<file path="config.mk">
export PLATFORM = sky130hd
export DESIGN_NAME = pool_core_mc
export DESIGN_NICKNAME = d
export VERILOG_FILES = /design/src/rtl/pool_pkg.sv /design/src/rtl/pool_core_mc_lane.sv /design/src/rtl/pool_core_mc.sv
export SDC_FILE = /design/constraint.sdc
export NUM_CORES = 2
export LEC_CHECK = 0
export CAP_MARGIN = 20
export CELL_PAD_IN_SITES_DETAIL_PLACEMENT = 1
export CELL_PAD_IN_SITES_GLOBAL_PLACEMENT = 1
export CORE_MARGIN = 10
export CORE_UTILIZATION = 27
export CTS_BUF_LIST = sky130_fd_sc_hd__clkbuf_8
export CTS_CLUSTER_DIAMETER = 30
export DETAILED_ROUTE_END_ITERATION = 8
export PLACE_DENSITY = 0.52
export SETUP_SLACK_MARGIN = 0.3
export SYNTH_ARGS = -nofsm -noshare
export SYNTH_HDL_FRONTEND = slang
export SYNTH_SLANG_ARGS = --single-unit
</file>
<file path="constraint.sdc">
create_clock -name clk -period 46.4 [get_ports clk]
set_input_delay 13.92 -clock clk [delete_from_list [all_inputs] [get_ports clk]]
set_output_delay 13.92 -clock clk [all_outputs]
set_load 0.005 [all_outputs]
</file>
<file path="src/rtl/pool_pkg.sv">
// Shared types and elaboration-time helpers for the multi-channel pooling core.
package pool_pkg;

    typedef enum logic [0:0] {
        POOL_MAX = 1'b0,
        POOL_AVG = 1'b1
    } pool_mode_t;

    // Smallest k with 2**k >= n.
    function automatic int clog2(input int n);
        for (int k = 0; k < 31; k++) begin
            if ((1 << k) >= n) begin
                return k;
            end
        end
        return 31;
    endfunction

    // Node count of tree stage s: ceil(n / 2**(s+1)). s = -1 yields n itself,
    // which lets stage 0 treat the raw window as its "previous stage".
    function automatic int stage_nodes(input int n, input int s);
        return (n + (1 << (s + 1)) - 1) >> (s + 1);
    endfunction

    // round(2**shift / n) as an unsigned integer.
    function automatic int recip(input int n, input int shift);
        return ((1 << shift) + n / 2) / n;
    endfunction

    // Tree node width: enough headroom to hold the sum of n samples.
    function automatic int sum_width(input int data_width, input int n);
        return data_width + clog2(n);
    endfunction

endpackage

</file>
<file path="src/rtl/pool_core_mc_lane.sv">
// One channel of the pooling core: registered binary reduction tree followed
// by a registered scale/saturate stage. Mode for each level arrives from the
// shared delay line owned by the top level.
module pool_lane
    import pool_pkg::*;
#(
    parameter int DATA_WIDTH  = 8,
    parameter int WIN_H       = 3,
    parameter int WIN_W       = 3,
    parameter int RECIP_SHIFT = 16
) (
    input  logic                                  clk,
    input  logic                                  reset,
    input  logic                                  en,
    input  logic [clog2(WIN_H*WIN_W):0]           mode_line,
    input  logic [WIN_H*WIN_W*DATA_WIDTH-1:0]     win,
    output logic [DATA_WIDTH-1:0]                 result
);

    localparam int N         = WIN_H * WIN_W;
    localparam int STAGE_NUM = clog2(N);
    localparam int SUM_W     = sum_width(DATA_WIDTH, N);
    // Product width: sum width plus the reciprocal (unsigned, so one extra
    // bit for the sign) plus one bit of margin for the rounding add.
    localparam int P_W       = SUM_W + RECIP_SHIFT + 2;

    localparam logic signed [P_W-1:0] RECIP_P = P_W'(recip(N, RECIP_SHIFT));
    localparam logic signed [P_W-1:0] ROUND_P = P_W'(2 ** (RECIP_SHIFT - 1));
    localparam logic signed [P_W-1:0] SAT_MAX = P_W'(2 ** (DATA_WIDTH - 1) - 1);
    localparam logic signed [P_W-1:0] SAT_MIN = P_W'(-(2 ** (DATA_WIDTH - 1)));

    genvar gs, gi;

    for (gs = 0; gs < STAGE_NUM; gs++) begin : g_stage
        localparam int IN_N  = stage_nodes(N, gs - 1);
        localparam int OUT_N = stage_nodes(N, gs);

        logic signed [SUM_W-1:0] in_val    [IN_N];
        logic signed [SUM_W-1:0] node_next [OUT_N];
        logic signed [SUM_W-1:0] node_reg  [OUT_N];

        if (gs == 0) begin : g_src
            // Sign-extend raw samples so max comparisons stay exact.
            for (gi = 0; gi < N; gi++) begin : g_elem
                assign in_val[gi] = {{(SUM_W - DATA_WIDTH){win[gi*DATA_WIDTH + DATA_WIDTH - 1]}},
                                     win[gi*DATA_WIDTH +: DATA_WIDTH]};
            end
        end else begin : g_src
            for (gi = 0; gi < IN_N; gi++) begin : g_elem
                assign in_val[gi] = g_stage[gs-1].node_reg[gi];
            end
        end

        for (gi = 0; gi < OUT_N; gi++) begin : g_node
            if (2 * gi + 1 < IN_N) begin : g_pair
                assign node_next[gi] = (mode_line[gs] == POOL_AVG)
                                     ? in_val[2*gi] + in_val[2*gi+1]
                                     : ((in_val[2*gi] > in_val[2*gi+1]) ? in_val[2*gi] : in_val[2*gi+1]);
            end else begin : g_odd
                // Leftover element of an odd-sized level passes straight through.
                assign node_next[gi] = in_val[2*gi];
            end
        end

        // Register this tree level; frozen while the pipeline is stalled.
        always_ff @(posedge clk or posedge reset) begin
            if (reset) begin
                for (int i = 0; i < OUT_N; i++) begin
                    node_reg[i] <= '0;
                end
            end else if (en) begin
                for (int i = 0; i < OUT_N; i++) begin
                    node_reg[i] <= node_next[i];
                end
            end
        end
    end

    logic signed [SUM_W-1:0]  tree_sum;
    logic signed [P_W-1:0]    prod;
    logic signed [P_W-1:0]    shifted;
    logic [DATA_WIDTH-1:0]    result_next;
    logic [DATA_WIDTH-1:0]    result_reg;

    assign tree_sum = g_stage[STAGE_NUM-1].node_reg[0];

    // Max passes through losslessly; average multiplies by the reciprocal,
    // rounds half up with an arithmetic shift and saturates.
    always_comb begin
        prod    = P_W'(tree_sum) * RECIP_P;
        shifted = (prod + ROUND_P) >>> RECIP_SHIFT;
        if (mode_line[STAGE_NUM] == POOL_AVG) begin
            if (shifted > SAT_MAX) begin
                result_next = SAT_MAX[DATA_WIDTH-1:0];
            end else if (shifted < SAT_MIN) begin
                result_next = SAT_MIN[DATA_WIDTH-1:0];
            end else begin
                result_next = shifted[DATA_WIDTH-1:0];
            end
        end else begin
            result_next = tree_sum[DATA_WIDTH-1:0];
        end
    end

    // Output register of the lane.
    always_ff @(posedge clk or posedge reset) begin
        if (reset) begin
            result_reg <= '0;
        end else if (en) begin
            result_reg <= result_next;
        end
    end

    assign result = result_reg;

endmodule

</file>
<file path="src/rtl/pool_core_mc.sv">
// Multi-channel max/average pooling core. Owns the handshake, the global
// pipeline enable and the valid/mode delay line; channels are pool_lane copies.
module pool_core_mc
    import pool_pkg::*;
#(
    parameter int DATA_WIDTH  = 8,
    parameter int WIN_H       = 3,
    parameter int WIN_W       = 3,
    parameter int CH_NUM      = 4,
    parameter int RECIP_SHIFT = 16
) (
    input  logic                                     clk,
    input  logic                                     reset,
    input  logic                                     din_vld,
    output logic                                     din_rdy,
    input  logic                                     din_mode,
    input  logic [CH_NUM*WIN_H*WIN_W*DATA_WIDTH-1:0] din,
    output logic                                     dout_vld,
    input  logic                                     dout_rdy,
    output logic [CH_NUM*DATA_WIDTH-1:0]             dout
);

    localparam int N         = WIN_H * WIN_W;
    localparam int STAGE_NUM = clog2(N);
    localparam int L         = STAGE_NUM + 1;

    logic                 en;
    logic [L-1:0]         vld_reg;
    logic [STAGE_NUM-1:0] mode_reg;
    logic [STAGE_NUM:0]   mode_line;

    // The whole pipeline moves together; it only holds when a valid result
    // is waiting and downstream refuses it.
    assign en        = !vld_reg[L-1] || dout_rdy;
    assign din_rdy   = en;
    assign dout_vld  = vld_reg[L-1];
    assign mode_line = {mode_reg, din_mode};

    // Valid and mode shift alongside the data, gated by the same enable.
    always_ff @(posedge clk or posedge reset) begin
        if (reset) begin
            vld_reg  <= '0;
            mode_reg <= '0;
        end else if (en) begin
            vld_reg  <= {vld_reg[L-2:0], din_vld && din_rdy};
            mode_reg[0] <= din_mode;
            for (int i = 1; i < STAGE_NUM; i++) begin
                mode_reg[i] <= mode_reg[i-1];
            end
        end
    end

    genvar gi;
    for (gi = 0; gi < CH_NUM; gi++) begin : g_lane
        pool_lane #(
            .DATA_WIDTH  (DATA_WIDTH),
            .WIN_H       (WIN_H),
            .WIN_W       (WIN_W),
            .RECIP_SHIFT (RECIP_SHIFT)
        ) u_lane (
            .clk       (clk),
            .reset     (reset),
            .en        (en),
            .mode_line (mode_line),
            .win       (din[gi*N*DATA_WIDTH +: N*DATA_WIDTH]),
            .result    (dout[gi*DATA_WIDTH +: DATA_WIDTH])
        );
    end

endmodule

</file>
After elaboration in Yosys (flattened, before gate mapping)
Index checks and enable logic that the tools add are counted.
{ "totals": {"regBits": 521, "input_bits": 293, "out_inout_bits": 34} }
{ "classes": {"n_addsub": 36, "n_mul": 4, "magnitude_cmp": 40, "mux": 76, "n_reduce_logical": 3} }
{ "op_table": {"columns": ["op", "count"], "rows": [
  ["12-bit 2-to-1 mux", 64],
  ["12-bit adder", 12],
  ["8-bit by 8-bit adder with 9-bit output", 16],
  ["12-bit > comparator", 12],
  ["8-bit > comparator", 16],
  ["26-bit by 17-bit adder with 27-bit output (second input constant)", 4],
  ["12-bit by 13-bit multiplier with 25-bit output (second input constant)", 4],
  ["8-bit 2-to-1 mux", 12],
  ["14-bit by 8-bit > comparator with 1-bit output (second input constant)", 4],
  ["14-bit by 8-bit < comparator with 1-bit output (second input constant)", 4],
  ["12-bit by 8-bit adder with 12-bit output", 4],
  ["12-bit by 8-bit > comparator with 1-bit output", 4],
  ["1-bit logical AND", 1],
  ["1-bit zero test", 1],
  ["1-bit logical OR", 1]
]} }

Logic depth before layout (Yosys ltp)
{ "logic_depth": {"ltp_word": 6, "ltp_mapped": 24, "mapped_depth_nobuf": 23} }

By module
A second synthesis with hierarchy kept.
{ "hier_totals": {"cells_unflattened": 5862, "hier_area_um2": 52536.6} }
{ "modules_own_cells": {"columns": ["mod", "instances", "cells_per_inst", "area_per_inst_um2"], "rows": [
  ["pool_lane (g_lane[3].u_lane)", 1, 1486, 13216.4],
  ["pool_lane (g_lane[1].u_lane)", 1, 1489, 13213.9],
  ["pool_lane (g_lane[0].u_lane)", 1, 1449, 12981.2],
  ["pool_lane (g_lane[2].u_lane)", 1, 1417, 12744.7],
  ["pool_core_mc", 1, 21, 380.4]
]} }

Worst setup path before layout
No wires, ideal clock.
{ "synth_timing": {"path_kind": "input to output", "startpoint": "input dout_rdy", "endpoint": "output din_rdy", "t_arrival_ps": 14933, "required_ps": 32480, "slack_ps": 17547, "cell_stages": 5, "cell_sequence": "nor2b_1 inv_1 clkbuf_1 clkbuf_1 clkbuf_1"} }
{ "synth_via": {"elab_chain_cells": 1} }
{ "synth_lines": {"columns": ["item", "line", "source"], "rows": [
  ["start, declared", "pool_core_mc.sv:19", "input logic dout_rdy,"],
  ["1-bit logical OR", "pool_core_mc.sv:34", "assign en = !vld_reg[L-1] || dout_rdy;"],
  ["end, declared", "pool_core_mc.sv:15", "output logic din_rdy,"]
]} }
Every way passes these cells.

Final worst setup path
Same ends and word-level chain as after synthesis.

==> flow_metrics.tcl <==
set metrics [dict create \
    synth.area.top_cells "dfrtp_1 23%, ha_1 22%, fa_1 7.0%, inv_1 6.3%, a21oi_1 6.0%" \
    max_freq_mhz 33.7 \
    crit_path_end_kind "output port" \
    clk_transition_reported_paths_ns 0.05 \
    placementRows 160 \
    post_drt_via_cell_ratio 4.85 \
    grt_pass1_vias 47900 \
    yosysMostFrequentCell "ha_1" \
    critPathArrivalTime_ns 15.74 \
    cts_resized 0 \
    r2r_start "g_lane[1].u_lane.g_stage[3].node_reg[0]" \
    syn_nets 7463 \
    worstHoldStart "g_lane[2].u_lane.g_stage[0].node_reg[7]" \
    layout-drive-gt1-share_pct 6.21 \
    yosys.area.top_type_share_pct 22.9 \
    cts_sinks 473 \
    rrSetupSlack_ns 39.50 \
    wl_um 174000 \
    worst_pin_slew_ns 1.09 \
    cap_violations 0 \
    synth_cells 6101 \
    drcViolationCount 0 \
    r2r_end "g_lane[1].u_lane.result[2]" \
    fin_tns_setup_ns 0 \
    clock-root-buffer "clkbuf_8" \
    port_buffers 326 \
    rsz0062_at_grt "false" \
    finalSetupViolCount 0 \
    areaGrowthSynthToFinish_pct 19.7 \
    ff2ff_path_depth 23 \
    critPathSlowestCell "clkdlybuf4s50_1" \
    globalplace.congestion 0.809 \
    hold_buffers 0 \
    io_pins 327 \
    critPathKind "in2out" \
    stdcell_area_mm2 0.0618 \
    cts.htree.levels 4 \
    place_area_mm2 0.0576 \
    grtUsageTotal_pct 16.4 \
    whs_path_depth 2 \
    die_y_um 457 \
    hold_end "g_lane[2].u_lane.g_stage[0].node_reg[7]" \
    overflow 0 \
    cts_made_buffers 170 \
    grt_antenna_before_repair 20 \
    num_vias 44100 \
    grt_pass1_wl_um 277000 \
    synth_edf_count 0 \
    clockBufferDepth 3 \
    required_ns 32.48 \
    grt_max_degree 162 \
    slew_headroom_pct 27.3 \
    core_mm2 0.190 \
    drtIter0Drc 1693 \
    ys_seq_area_share_pct 22.9 \
    cts_tree "built" \
    ys_types 82 \
    ant_nets 0 \
    synth_area_per_cell_um2 8.45 \
    fin_skew_ns 0.0428 \
    fp.dieW_um 457 \
    insertion_delay_ns 0.91 \
    crit_chain "clkdlybuf4s50_1 -> nor2b_4 -> buf_4 -> inv_8 -> clkdlybuf4s50_1" \
    period_minus_slack_ns 29.66 \
    initial_utilization_pct 27.2 \
    cpMostUsedCell "clkdlybuf4s50_1" \
    dpl.hpwl_um 138000 \
    largest_reg_flops 432 \
    start_kind "input pin" \
    postCtsSetupBuffers 0 \
    synth_area_mm2 0.0516 \
    wl_per_cell_um 19.1 \
    synth_seq_cells 473 \
    slew_violations 0 \
    fin_crit_sh_pct 63.9 \
    firstDrtPassIters 5 \
    async_reset_ff_share_pct 100 \
    cpPeakStageDelay_ns 0.53 \
    yosys.area.top_type "dfrtp_1" \
    dieArea_mm2 0.209 \
    hold_class "reg2reg" \
    path_max_fanout 38 \
    status "finished clean" \
    fin_nets 7808 \
    synth_common_cells "889 x ha_1, 861 x inv_1, 623 x a21oi_1, 499 x nand2_1, 473 x dfrtp_1" \
    timing.final.hold_violations 0 \
    yosys_warnings 0 \
    ys.flop_type "dfrtp_1" \
]
final cells by class:
| class | count | area [µm²] |
|---|---|---|
| fillers | 22300 | 128000 |
| well taps | 2511 | 3140 |
| flip-flops and latches | 473 | 11800 |
| clock inverters | 90 | 972 |
| inverters | 862 | 3250 |
| clock buffers | 223 | 3070 |
| diodes | 6 | 15.0 |
| repair buffers | 382 | 3730 |
| multi-input cells | 4557 | 35800 |
metal layers:
layer  routed length, µm  up-vias  global-route usage [%]
met4                3180       12                    3.80
li1                    -    21800                       -
met1               85100    21600                    22.2
met3                5790      212                    2.93
met2               79500      529                    27.0
met5                  83        -                       0
critical path: cells and delay by family:
kind	cells	cell delay, ns
buffers and inverters	4	1.64
AND/OR/NAND/NOR	1	0.11
worst max path at each step:
| stage | from | endpoint | slack (ns) |
|---|---|---|---|
| 2_1_floorplan | dout_rdy | din_rdy | 17.55 |
| 3_3_place_gp | dout_rdy | din_rdy | 16.72 |
| 3_5_place_dp | dout_rdy | din_rdy | 16.73 |
| 4_1_cts | dout_rdy | din_rdy | 16.73 |
| 5_1_grt | dout_rdy | din_rdy | 16.65 |
| 6_report | dout_rdy | din_rdy | 16.74 |
stage by stage:
step | std cells | utilization (%) | hold slack [ns] | setup WS (ns)
floorplan | 6101 | - | 0.430 | 17.55
global placement | 8766 | 30.3 | 0.451 | 16.72
finish | 9104 | 32.5 | 0.465 | 16.74
detailed placement | 8773 | 30.3 | 0.455 | 16.73
CTS | 9086 | 32.5 | 0.467 | 16.73
global route | 9100 | 32.5 | 0.492 | 16.65
kinds of logic after synthesis:
family / count (synthesis) / share of synthesized area, %
AND/OR/NAND/NOR: 1370 / 12.4
multiplexers: 226 / 4.46
AO/OA/AOI/OAI: 1616 / 19.1
buffers and inverters: 1071 / 7.80
XOR/XNOR: 276 / 4.69
flip-flops: 473 / 22.9
adder cells (fa/ha/maj): 1069 / 28.5
layout by cell type (no fill, tap or decap), types with 23 or more instances in the layout:
cell and n:
a211oi_1 27, a21o_1 26, a21oi_1 623, a221oi_1 25, a32o_1 42, buf_4 52
clkbuf_8 223, clkdlybuf4s50_1 325, dfrtp_1 471, fa_1 180, ha_1 889, inv_1 892
mux2_2 30, mux2i_1 196, nand2_1 498, nand2b_1 41, nand3_1 133, nand4_1 65
nor2_1 298, nor2b_1 69, nor3_1 82, nor3b_1 23, o211ai_1 37, o21a_1 29
o21ai_0 378, o21bai_1 117, o22ai_1 103, o32ai_1 29, or3_1 68, xnor2_1 160
xor2_1 116
Power is left out: the tool's default activity adds up to more than one toggle a clock period on the data nets, which glitch-free logic cannot reach.
